### config.mk
export PLATFORM = sky130hd
export DESIGN_NAME = pc_sequencer
export DESIGN_NICKNAME = d
export VERILOG_FILES = /design/src/rtl/pc_sequencer.sv
export SDC_FILE = /design/constraint.sdc
export NUM_CORES = 1
export LEC_CHECK = 0
export ABC_AREA = 1
export BUFFER_PORTS_ARGS = -buffer_cell sky130_fd_sc_hd__buf_2
export CORE_ASPECT_RATIO = 0.8
export CORE_MARGIN = 2
export CORE_UTILIZATION = 30
export CTS_BUF_LIST = sky130_fd_sc_hd__clkbuf_4 sky130_fd_sc_hd__clkbuf_8 sky130_fd_sc_hd__clkbuf_16
export DETAILED_ROUTE_END_ITERATION = 8
export SLEW_MARGIN = 20
export SYNTH_ARGS = -nofsm -noshare
export SYNTH_HDL_FRONTEND = slang
export SYNTH_SLANG_ARGS = --single-unit
### constraint.sdc
create_clock -name clock -period 1.96 [get_ports clock]
set_clock_uncertainty 0.2 [all_clocks]
set_input_delay 0.392 -clock clock [delete_from_list [all_inputs] [get_ports clock]]
set_output_delay 0.392 -clock clock [all_outputs]
set_load 0.1 [all_outputs]
### src/rtl/pc_sequencer.sv
// Next-PC controller for the fetch stage: picks sequential/branch/jump/hold/halt each cycle.
// Optional debug single-step is enabled by defining PC_SEQ_STEP_EN.
module pc_sequencer #(
    parameter int unsigned ADDR_W   = 32,
    parameter int unsigned CNT_W    = 32,
    parameter int unsigned MAX_HOLD = 15
) (
    input  logic              clock,
    input  logic              reset,
    input  logic              load_use_hazard,
    input  logic              branch_taken,
    input  logic [ADDR_W-1:0] branch_target,
    input  logic              jump_valid,
    input  logic [ADDR_W-1:0] jump_target,
    input  logic              halt_decoded,
    input  logic              resume_req,
    input  logic              run_mode,
    input  logic              step_req,
    output logic              pc_stall,
    output logic              pc_use_npc,
    output logic [ADDR_W-1:0] pc_jump_address,
    output logic              flush_if_id,
    output logic              halted,
    output logic              hold_error,
    output logic [CNT_W-1:0]  fetch_count
);

    localparam int unsigned HOLD_W = $clog2(MAX_HOLD + 1);

    typedef enum logic [1:0] {
        S_RUN       = 2'd0,
        S_STEP_IDLE = 2'd1,
        S_STEP_GO   = 2'd2,
        S_HALTED    = 2'd3
    } state_t;

    state_t            state;
    state_t            state_next;
    logic              hold_win;
    logic [HOLD_W-1:0] hold_cnt;

`ifndef PC_SEQ_STEP_EN
    logic unused_step_c;
    assign unused_step_c = run_mode ^ step_req;
`endif

    // State register
    always_ff @(posedge clock) begin
        if (reset) begin
            state <= S_RUN;
        end else begin
            state <= state_next;
        end
    end

    // Next-state selection
    always_comb begin
        state_next = state;
        case (state)
            S_RUN: begin
                if (halt_decoded) begin
                    state_next = S_HALTED;
`ifdef PC_SEQ_STEP_EN
                end else if (!run_mode) begin
                    state_next = S_STEP_IDLE;
`endif
                end
            end
            S_STEP_IDLE: begin
`ifdef PC_SEQ_STEP_EN
                if (run_mode) begin
                    state_next = S_RUN;
                end else if (step_req) begin
                    state_next = S_STEP_GO;
                end
`else
                state_next = S_RUN;
`endif
            end
            S_STEP_GO: begin
`ifdef PC_SEQ_STEP_EN
                // A hazard-held step stays armed until it actually advances
                if (halt_decoded) begin
                    state_next = S_HALTED;
                end else if (!pc_stall) begin
                    state_next = S_STEP_IDLE;
                end
`else
                state_next = S_RUN;
`endif
            end
            S_HALTED: begin
                if (resume_req) begin
`ifdef PC_SEQ_STEP_EN
                    state_next = run_mode ? S_RUN : S_STEP_IDLE;
`else
                    state_next = S_RUN;
`endif
                end
            end
            default: state_next = S_RUN;
        endcase
    end

    // Fetch decision; redirects outrank the load-use hold
    always_comb begin
        pc_stall        = 1'b1;
        pc_use_npc      = 1'b1;
        pc_jump_address = '0;
        flush_if_id     = 1'b0;
        hold_win        = 1'b0;
        if (state == S_RUN || state == S_STEP_GO) begin
            if (halt_decoded) begin
                flush_if_id = 1'b1;
            end else if (branch_taken) begin
                pc_stall        = 1'b0;
                pc_use_npc      = 1'b0;
                pc_jump_address = branch_target;
                flush_if_id     = 1'b1;
            end else if (jump_valid) begin
                pc_stall        = 1'b0;
                pc_use_npc      = 1'b0;
                pc_jump_address = jump_target;
                flush_if_id     = 1'b1;
            end else if (load_use_hazard) begin
                hold_win = 1'b1;
            end else begin
                pc_stall = 1'b0;
            end
        end
    end

    assign halted = (state == S_HALTED);

    // Retired-fetch counter and load-use hold watchdog
    always_ff @(posedge clock) begin
        if (reset) begin
            fetch_count <= '0;
            hold_cnt    <= '0;
            hold_error  <= 1'b0;
        end else begin
            if (!pc_stall) begin
                fetch_count <= fetch_count + CNT_W'(1);
            end
            if (hold_win) begin
                if (hold_cnt != HOLD_W'(MAX_HOLD)) begin
                    hold_cnt <= hold_cnt + HOLD_W'(1);
                end
                if (hold_cnt >= HOLD_W'(MAX_HOLD - 1)) begin
                    hold_error <= 1'b1;
                end
            end else begin
                hold_cnt <= '0;
            end
        end
    end

endmodule

==> run summary <==
After synthesis the cells add up to 0.00262 sq mm. Across the VDD grid, the largest voltage drop is 0.295 mV. The final reports fail on setup timing. The relative slew slack was 0.653; the horizontal extent of the die was 108 microns.

The root buffer cell chosen for the clock tree is clkbuf_8. The sequential share of the synthesized area is 0.291. Setup violations remaining at the end of the flow were counted as 30.

The worst path needs 1.99 ns of the cycle, external delays included. The tree built by TritonCTS fans out to 38 sinks. In this design, the critical path's most frequently occurring cell is inv_4.

Dividing total power by cell area gives a power density of 529 mW/mm^2. Primary flip-flop cell chosen by synthesis mapping: dfxtp_1. 0 antenna diodes ended up in the layout. The run gives 0 as the DRC violation count after routing.

Summing internal, switching and leakage power gives 2.41 mW. In this run, synthesis produced a sequential element count of 38. In the final routed layout, each cell accounts on average for 13.1 microns.

The max-slew violation count is 0, and the final cell area excluding filler cells is 0.00456 sq mm. The number of inserted filler cells in the final layout is 842. Leaving out fill and tap cells, the most frequent cells in the layout are 104 x buf_2, 68 x nand2_1, 52 x nor2_1. Sequential cell area: 802 sq um. In the final design database the tool counted 627 nets.

The first routing iteration left 149 violations. A synthesized cell averages 6.59 sq um. Final weighted congestion in routability-driven placement: 0.810.

In this run the standard cell core region covers 0.00848 sq mm. The worst register-to-register path begins at state[0]. STA classifies the critical path startpoint as a register. The kind of capture point of the worst setup path was an output port.

After clock tree synthesis, the clock-pin slew on the worst setup and hold paths is 0.07 ns. The tightest min-delay check is of the input pin to register type. The post-detailed-routing wire length came out at 8710 microns.

During synthesis, Yosys emitted a total of 0 warnings. The first global-routing pass estimated 13500 microns of wire. After detailed routing, the number of vias per cell comes to 4.64. The tools report the number of endpoints with negative hold slack in the final report as 0. The maximum number of pins on one net before global-route repair came out at 24. Counting distinct cell types in the post-synthesis netlist gives 34.

The slew of the pin with the lowest slew margin is 0.524 ns, and the die height is 87.5 microns. For the net count after synthesis, the log shows 473. The area growth from synthesis to layout is 74.3%. The cell count after synthesis came out at 397.

The library cell used most frequently in the layout, excluding fill and tap cells, is buf_2. The tools report the data required time of the critical path as 1.37 ns. The largest stage delay on the critical path is 0.36 ns, and the area enclosed by the die boundary is 0.00949 sq mm. The number of synthesized flops with an enable pin is 0. Pin placement for this block handled 142 I/O pins.

In the final layout, the multi-input gates occupy 0.00187 sq mm. Once detail routing completed, the nets flagged for antenna violations numbered 0. For the worst-skew pair, the clock arrives at the later sink with an insertion delay of 0.29 ns. Global router's overall resource usage: 0.177.

The initial standard-cell utilization of the core is 0.308, and the CTS buffer count is 5. The count of buffers inserted at the top-level ports works out to 139. The instance area after placement is 0.00436 sq mm, and the timing-limited maximum frequency is 502 MHz. TritonCTS built the clock tree. At the worst endpoint, the arrival time is 1.40 ns. The run gives 0 as the reported max-cap violation count. The final design utilization came out at 0.537.

In this run the core area contains 30 standard-cell rows. The startpoint of the tightest hold check path is resume_req. The portion of the clock cycle consumed by the worst path in the final layout is 1.02, and the post-synthesis async set-or-reset flop share is 0. Category of the most critical setup path: register to output port.

The analysis attributes to cell leakage a power of 2.02 nW. Total number of vias: 3082. The critical path starts at state[0]. Once detailed placement completed, the half-perimeter wirelength came to 7000 microns. Leaving out filler cells and counting taps, the final layout contains 664. Summed over all layers, the global routing overflow is 0. The run finished, with violations left. The clock passes through at most 2 buffers.

Along the worst path, the maximum fanout reaches 6. The final critical-path setup slack came out at -0.0325 ns. The fraction of layout cells with a size suffix above 1 was 0.471. After detailed placement, the design holds a cell count of 650. CTS built an H-tree with a depth of 2. Setup repair after global routing could not meet its margin everywhere.

The via count of the first global-routing pass was 2885. The critical path goes through inv_4 -> nand2_4 -> inv_4 -> o21ai_4 -> clkbuf_16 -> nor2_4 -> buf_12. The number of antenna violations at the first check in global routing was 0; the count of TritonRoute iterations in the first routing pass was 4. Cell with the biggest individual delay on the critical path: dfxtp_4.
-- flip-flops by register name, indices dropped and copies added (netlist names) --
signal and count:
hold_cnt 4, fetch_count 32, hold_error 1, state 1
-- per-layer routing --
layer | track usage | part of all wire
met1 | 0.238 | 0.44
met5 | 0 | 0
met2 | 0.284 | 0.48
met4 | 0.0373 | 0.0061
met3 | 0.0494 | 0.073
-- where the power goes --
part           switching (mW)  internal, mW  leakage [nW]
Sequential            0.00735         0.777         0.321
Clock                   0.289         0.375        0.0579
Combinational           0.613         0.351          1.64
Total                   0.910          1.50          2.02
-- timing repair --
| item | 4_1_cts | 5_1_grt |
|---|---|---|
| gates cloned | 1 | 2 |
| setup buffers | 3 | 0 |
| hold buffers | 0 | 0 |
| pin swaps | 1 | 2 |
| gates resized for setup | 2 | 3 |
| endpoints found under the setup margin | 33 | 34 |
-- final timing paths --
| check | endpoint | slack [ns] | depth (start not counted) |
|---|---|---|---|
| setup reg to reg | fetch_count[22] | 0.14 | 10 |
| hold / removal | state[0] | 0.08 | 2 |
| setup / recovery | pc_jump_address[11] | -0.03 | 7 |
| hold reg to reg | fetch_count[7] | 0.26 | 2 |
-- synthesized netlist by cell type, types with 2 or more instances --
| cell | n | area (sq um) |
|---|---|---|
| nor2_1 | 85 | 319 |
| nand2_1 | 69 | 259 |
| inv_1 | 51 | 191 |
| dfxtp_1 | 38 | 761 |
| mux2i_1 | 32 | 320 |
| nand3_1 | 21 | 105 |
| a21oi_1 | 18 | 90.1 |
| o21ai_0 | 13 | 65.1 |
| nor2_2 | 10 | 62.6 |
| buf_2 | 7 | 35.0 |
| nand2_2 | 7 | 43.8 |
| nand4_1 | 7 | 43.8 |
| nor3_1 | 6 | 30.0 |
| nor2_4 | 5 | 56.3 |
| o21bai_1 | 4 | 30.0 |
| ha_1 | 3 | 37.5 |
| a211oi_1 | 2 | 15.0 |
| o21ai_1 | 2 | 10.0 |
| xnor2_1 | 2 | 17.5 |
-- worst max-delay path: cells and delay by family (launching register included) --
kind	cells	cell delay, ns
AO/OA/AOI/OAI	1	0.11
buffers and inverters	4	0.49
flip-flops	1	0.36
AND/OR/NAND/NOR	2	0.15
-- final cells by class --
cell class | count | area share
sequential | 38 | 0.176
multi-input combinational | 296 | 0.410
tap | 112 | 0.0307
clock buffer | 5 | 0.0151
inverter | 52 | 0.0439
clock inverter | 3 | 0.00878
timing repair buffer | 158 | 0.316
-- cell families after synthesis --
family	count (synthesis)	share of synthesized area
xor gates and xnor gates	3	0.0100
muxes	32	0.122
and+or+nand+nor	215	0.370
adders and majority gates	3	0.0143
AOI/OAI and AO/OA	43	0.0947
buffers and inverters	63	0.0980
DFF	38	0.291
-- metrics by stage --
step | TNS (ns) | hold slack [ns] | setup WS (ns)
after floorplan | -3.42 | 0.259 | -0.130
after global placement | 0 | 0.235 | 0.0121
after detailed placement | -0.0102 | 0.247 | -0.0102
after CTS | -1.00 | 0.0629 | -0.0584
after global routing | -2.84 | 0.0603 | -0.111
final | -0.583 | 0.0772 | -0.0325
No activity file was read; power rests on OpenSTA's default activity.
